## config.mk

```make
export PLATFORM = sky130hd
export DESIGN_NAME = ws2812_frame_encoder
export DESIGN_NICKNAME = d
export VERILOG_FILES = /design/src/rtl/ws2812_frame_encoder.sv
export SDC_FILE = /design/constraint.sdc
export NUM_CORES = 1
export LEC_CHECK = 0
export CORE_ASPECT_RATIO = 0.7
export CORE_MARGIN = 2
export CORE_UTILIZATION = 56
export CTS_CLUSTER_DIAMETER = 80
export CTS_CLUSTER_SIZE = 12
export DETAILED_ROUTE_END_ITERATION = 7
export PLACE_DENSITY_LB_ADDON = 0.05
export SLEW_MARGIN = 20
export SYNTH_ARGS = -nofsm -noshare
export SYNTH_HDL_FRONTEND = slang
export SYNTH_SLANG_ARGS = --single-unit
```

## constraint.sdc

```tcl
create_clock -name i_clk -period 2.5 [get_ports i_clk]
set_clock_uncertainty 0.2 [all_clocks]
set_input_delay 0.5 -clock i_clk [delete_from_list [all_inputs] [get_ports i_clk]]
set_output_delay 0.5 -clock i_clk [all_outputs]
set_load 0.05 [all_outputs]
```

## src/rtl/ws2812_frame_encoder.sv

```systemverilog
// ws2812_frame_encoder: serialises 24-bit pixels MSB-first onto a WS2812 data line
// Ports:
//   i_clk          clock
//   i_rst          synchronous reset, active-high
//   i_pixel        pixel word, sent MSB first
//   i_pixel_valid  i_pixel is valid
//   i_pixel_last   accepted pixel closes the frame (latch interval follows)
//   o_pixel_ready  encoder can accept a pixel this cycle
//   o_serial       WS2812 data line
//   o_busy         frame open or latching
//   o_underrun     sticky mid-frame gap flag (only with LED_ENC_UNDERRUN_EN)
// Optional feature macro: LED_ENC_UNDERRUN_EN enables the gap monitor and o_underrun.
module ws2812_frame_encoder #(
    parameter int T0H_CYC     = 40,
    parameter int T1H_CYC     = 80,
    parameter int BIT_CYC     = 125,
    parameter int RESET_CYC   = 5000,
    parameter int GAP_MAX_CYC = 2500
) (
    input  logic        i_clk,
    input  logic        i_rst,
    input  logic [23:0] i_pixel,
    input  logic        i_pixel_valid,
    input  logic        i_pixel_last,
    output logic        o_pixel_ready,
    output logic        o_serial,
`ifdef LED_ENC_UNDERRUN_EN
    output logic        o_busy,
    output logic        o_underrun
`else
    output logic        o_busy
`endif
);
    localparam int MAX_CYC = BIT_CYC > RESET_CYC ? BIT_CYC : RESET_CYC;
    localparam int CW = $clog2(MAX_CYC + 1);
    localparam logic [CW-1:0] T0H = CW'(T0H_CYC);
    localparam logic [CW-1:0] T1H = CW'(T1H_CYC);
    localparam logic [CW-1:0] L0 = CW'(BIT_CYC - T0H_CYC);
    localparam logic [CW-1:0] L1 = CW'(BIT_CYC - T1H_CYC);
    localparam logic [CW-1:0] RST = CW'(RESET_CYC);

    if (!(T0H_CYC > 0 && T0H_CYC < T1H_CYC && T1H_CYC < BIT_CYC &&
          RESET_CYC >= BIT_CYC && GAP_MAX_CYC > 0)) begin : g_bad_params
        $error("ws2812_frame_encoder: illegal timing parameters");
    end

    typedef enum logic [1:0] {IDLE, HIGH, LOW, LATCH} state_t;

    state_t         state_q, state_d;
    logic [CW-1:0]  cnt_q, cnt_d;
    logic [23:0]    shreg_q, shreg_d;
    logic [4:0]     bit_idx_q, bit_idx_d;
    logic           last_q, last_d;
    logic           frame_open_q, frame_open_d;
    logic           serial_q, serial_d;
    logic           slot_end;
    logic           accept;

    always_comb begin
        slot_end      = cnt_q == CW'(1);
        // the final LOW cycle of a non-last pixel doubles as an accept slot so pixels chain without a gap
        o_pixel_ready = state_q == IDLE ||
                        (state_q == LOW && slot_end && bit_idx_q == 5'd0 && !last_q);
        accept        = i_pixel_valid && o_pixel_ready;
        state_d       = state_q;
        cnt_d         = state_q == IDLE ? '0 : cnt_q - CW'(1);
        shreg_d       = shreg_q;
        bit_idx_d     = bit_idx_q;
        last_d        = last_q;
        frame_open_d  = frame_open_q;
        case (state_q)
            HIGH: if (slot_end) begin
                state_d = LOW;
                cnt_d   = shreg_q[23] ? L1 : L0;
            end
            LOW: if (slot_end) begin
                if (bit_idx_q != 5'd0) begin
                    state_d   = HIGH;
                    shreg_d   = shreg_q << 1;
                    bit_idx_d = bit_idx_q - 5'd1;
                    cnt_d     = shreg_q[22] ? T1H : T0H;
                end else begin
                    state_d = last_q ? LATCH : IDLE;
                    cnt_d   = last_q ? RST : '0;
                end
            end
            LATCH: if (slot_end) begin
                state_d      = IDLE;
                frame_open_d = 1'b0;
            end
            default: ;
        endcase
        if (accept) begin
            state_d      = HIGH;
            shreg_d      = i_pixel;
            bit_idx_d    = 5'd23;
            last_d       = i_pixel_last;
            frame_open_d = 1'b1;
            cnt_d        = i_pixel[23] ? T1H : T0H;
        end
        // registered so the line never glitches on state-decode transitions
        serial_d = state_d == HIGH;
        o_serial = serial_q;
        o_busy   = frame_open_q || state_q != IDLE;
    end

    always_ff @(posedge i_clk) begin
        if (i_rst) begin
            state_q      <= IDLE;
            cnt_q        <= '0;
            shreg_q      <= '0;
            bit_idx_q    <= '0;
            last_q       <= 1'b0;
            frame_open_q <= 1'b0;
            serial_q     <= 1'b0;
        end else begin
            state_q      <= state_d;
            cnt_q        <= cnt_d;
            shreg_q      <= shreg_d;
            bit_idx_q    <= bit_idx_d;
            last_q       <= last_d;
            frame_open_q <= frame_open_d;
            serial_q     <= serial_d;
        end
    end

`ifdef LED_ENC_UNDERRUN_EN
    localparam int GW = $clog2(GAP_MAX_CYC + 1);

    logic [GW-1:0] gap_q, gap_d;
    logic          underrun_q, underrun_d;

    always_comb begin
        // saturates at the limit so a long stall cannot wrap and re-trigger
        gap_d      = accept ? '0 :
                     (state_q == IDLE && frame_open_q && gap_q != GW'(GAP_MAX_CYC)) ? gap_q + GW'(1) : gap_q;
        underrun_d = underrun_q || gap_d == GW'(GAP_MAX_CYC);
        o_underrun = underrun_q;
    end

    always_ff @(posedge i_clk) begin
        if (i_rst) begin
            gap_q      <= '0;
            underrun_q <= 1'b0;
        end else begin
            gap_q      <= gap_d;
            underrun_q <= underrun_d;
        end
    end
`endif
endmodule

```

==> flow_metrics.env <==
export IMPL_status="completed"
export IMPL_n_antenna_cell=0
export IMPL_yosysSeqAreaShare_pct=35.0
export IMPL_hold_buffers=0
export IMPL_io_buffer_count=30
export IMPL_power_leakage_nw=1.20
export IMPL_maxCapViolations=0
export IMPL_period_share_pct=97.7
export IMPL_grt_util_met2_pct=36.6
export IMPL_htree_levels=2
export IMPL_gp_congestion=0.816
export IMPL_final_nets=376
export IMPL_postPlaceCellArea_um2=3100
export IMPL_ys_flop_type="dfxtp_1"
export IMPL_grt_overflow=0
export IMPL_grt_use_total_pct=23.7
export IMPL_stdcell_count=399
export IMPL_grt_max_degree=27
export IMPL_drt_first_iter_violations=140
export IMPL_cp_data_arrival_time_ns=1.74
export IMPL_busiest_layer="met2"
export IMPL_ant_nets=0
export IMPL_slowest_delay_ns=0.35
export IMPL_start_util_pct=57.1
export IMPL_fin_crit_ns=2.44
export IMPL_path_clk_slew_ns=0.08
export IMPL_cts_sinks=47
export IMPL_power_density_nw_per_um2=606
export IMPL_synth_edf_count=0
export IMPL_critPathRequiredTime_ns=1.80
export IMPL_end_kind="output pin"
export IMPL_max_freq_ghz=0.410
export IMPL_cts_tree="built"
export IMPL_cts_buffers=5
export IMPL_setup_tns_final_ns=0
export IMPL_dieArea_um2=5380
export IMPL_cp_num_buf_inv=2
export IMPL_design_area_um2=3280
export IMPL_holdPathStages=2
export IMPL_syn_num_nets=337
export IMPL_rsz0062_at_grt="true"
export IMPL_antenna_found_initial=0
export IMPL_hp_class="flip-flop to flip-flop"
export IMPL_reg2reg_depth=9
export IMPL_num_fill_cells=368
export IMPL_reg2reg_to="shreg_q[19]"
export IMPL_num_vias=2306
export IMPL_totalPowerFinal_mw=1.99
export IMPL_synth_cells=302
export IMPL_reg2reg_slack_ns=0.15
export IMPL_die_y_um=61.9
export IMPL_worstSetupPathType="flip-flop to output pin"
export IMPL_holdWs_ns=0.268
export IMPL_grt_pass1_wl_um=9960
export IMPL_routed_via_density=5.78
export IMPL_synthArstFlopShare_pct=0
export IMPL_clock_path_buffers=2
export IMPL_maxSlewHeadroom_pct=64.0
export IMPL_hpwl_um=4160
export IMPL_crit_family="simple AND/OR/NAND/NOR gates"
export IMPL_drc=0
export IMPL_final_hold_viol_count=0
export IMPL_cp_start_kind="flip-flop"
export IMPL_crit_chain="inv_1 -> ha_1 -> nor4bb_4 -> nand2_1 -> o21ai_4 -> buf_12"
export IMPL_coreArea_um2=4700
export IMPL_drive_gt1_share_pct=23.4
export IMPL_synth_area_um2=2690
export IMPL_fin_util_pct=69.8
export IMPL_whs_endpoint="frame_open_q"
export IMPL_areaGrowthSynthToFinish_pct=22.1
export IMPL_dr_pass1_iters=4
export IMPL_finalSetupViolCount=0
export IMPL_grt_pass1_vias=2093
export IMPL_grt_use_met1_pct=34.2
export IMPL_io_pins=31
export IMPL_grt_use_met3_pct=5.94
export IMPL_ys_ff_latch=47
export IMPL_max_vdd_ir_drop_mv=0.298
export IMPL_crit_fanout=6
export IMPL_yosys_cell_types_count=53
export IMPL_synth_avg_cell_area_um2=8.90
export IMPL_ys_warn_count=0
export IMPL_rows=21
export IMPL_die_x_um=86.8
export IMPL_drt_wirelength_per_cell_um=15.4
export IMPL_drv_slew=0
export IMPL_placed_cells=387
export IMPL_root_buffer="clkbuf_8"
export IMPL_slowest_stage="dfxtp_2"
export IMPL_wl_um=6130
export IMPL_clock_latency_ns=0.30
export IMPL_min_from="frame_open_q"
export IMPL_post_place_ws_ns=0.187
export IMPL_setup_ws_ns=0.0585
export IMPL_worst_pin_slew_ns=0.539
export IMPL_reg2reg_from="cnt_q[1]"
==> how the worst max path moves through the flow <==
stage,start,end,depth (start not counted)
2_1_floorplan,cnt_q[0],o_pixel_ready,4
3_3_place_gp,cnt_q[0],shreg_q[21],7
3_5_place_dp,i_pixel_valid,shreg_q[12],6
4_1_cts,cnt_q[1],o_pixel_ready,6
5_1_grt,state_q[0],o_pixel_ready,6
6_report,state_q[0],o_pixel_ready,6
==> state kept, by name (all words and copies together) (netlist names) <==
name / flops
shreg_q: 24
cnt_q: 13
bit_idx_q: 5
state_q: 2
frame_open_q: 1
last_q: 1
o_serial: 1
==> where the power goes <==
group          switching, mW  leakage [nW]  internal, mW  total (mW)
Sequential            0.0591         0.388         0.812       0.871
Clock                  0.254        0.0612         0.324       0.578
Combinational          0.281         0.748         0.257       0.539
==> cell usage after synthesis (2+ instances only) <==
| cell | instances | area, µm² |
|---|---|---|
| a21o_1 | 2 | 15.0 |
| nor4_4 | 2 | 42.5 |
| inv_1 | 12 | 45.0 |
| clkbuf_1 | 8 | 30.0 |
| dfxtp_1 | 47 | 941 |
| xor2_1 | 3 | 26.3 |
| buf_2 | 3 | 15.0 |
| a211o_1 | 2 | 17.5 |
| o21ai_0 | 8 | 40.0 |
| ha_1 | 7 | 87.6 |
| or3_1 | 4 | 25.0 |
| nand2_1 | 48 | 180 |
| nand2_2 | 8 | 50.1 |
| xnor2_1 | 8 | 70.1 |
| nor2_1 | 33 | 124 |
| buf_6 | 6 | 67.6 |
| a311oi_2 | 22 | 330 |
| and2_1 | 2 | 12.5 |
| nor3_1 | 11 | 55.1 |
| a21oi_2 | 2 | 17.5 |
| nor4_1 | 6 | 37.5 |
| a21oi_1 | 14 | 70.1 |
| nand3_1 | 7 | 35.0 |
| o41ai_1 | 2 | 17.5 |
| o21a_1 | 2 | 15.0 |
| o31ai_1 | 2 | 15.0 |
| a31oi_1 | 4 | 25.0 |
| nand2b_1 | 2 | 12.5 |
==> routing by layer <==
layer	vias up	wire length [µm]
li1	1165	-
met1	1083	3130
met2	51	2650
met3	7	294
met4	0	49
met5	-	0
==> final cells by class <==
type	instances	area [µm²]	area share [%]
multi-input cells	225	1610	49.2
flip-flops and latches	47	943	28.8
repair buffers	50	490	15.0
clock buffers	6	82.6	2.52
well taps	57	71.3	2.17
inverters	12	45.0	1.37
clock inverters	2	35.0	1.07
==> logic make-up after synthesis <==
logic type	synth area share, %
XOR/XNOR	3.59
adder cells (fa/ha/maj)	3.26
AO/OA/AOI/OAI	24.7
buffers and inverters	6.43
multiplexers	0.373
AND/OR/NAND/NOR	26.6
flip-flops	35.0
==> worst register-to-register path: stages (launching register included) <==
cell,delay (ns)
dfxtp_1,0.35
inv_1,0.09
ha_1,0.14
nor4b_4,0.31
buf_4,0.19
and3_1,0.24
nand3_2,0.22
buf_4,0.27
nand2_1,0.10
a311oi_2,0.10
==> timing repair <==
item                                    4_1_cts  5_1_grt
pin swaps                                     1        3
endpoints found under the setup margin        1        3
resized for setup                             1        5
buffers inserted                              2        2
==> cell usage in the layout, fill, tap and decap left out, types with 6 or more instances in the layout <==
master,n
ha_1,7
nand2_2,8
xnor2_1,8
a311oi_2,22
a21oi_1,14
nor3_1,11
nor2_1,33
inv_1,12
o21ai_0,7
nor4_1,6
clkdlybuf4s50_1,27
buf_4,18
dfxtp_1,45
clkbuf_8,6
nand2_1,48
nand3_1,7
No activity file was read; power rests on OpenSTA's default activity.
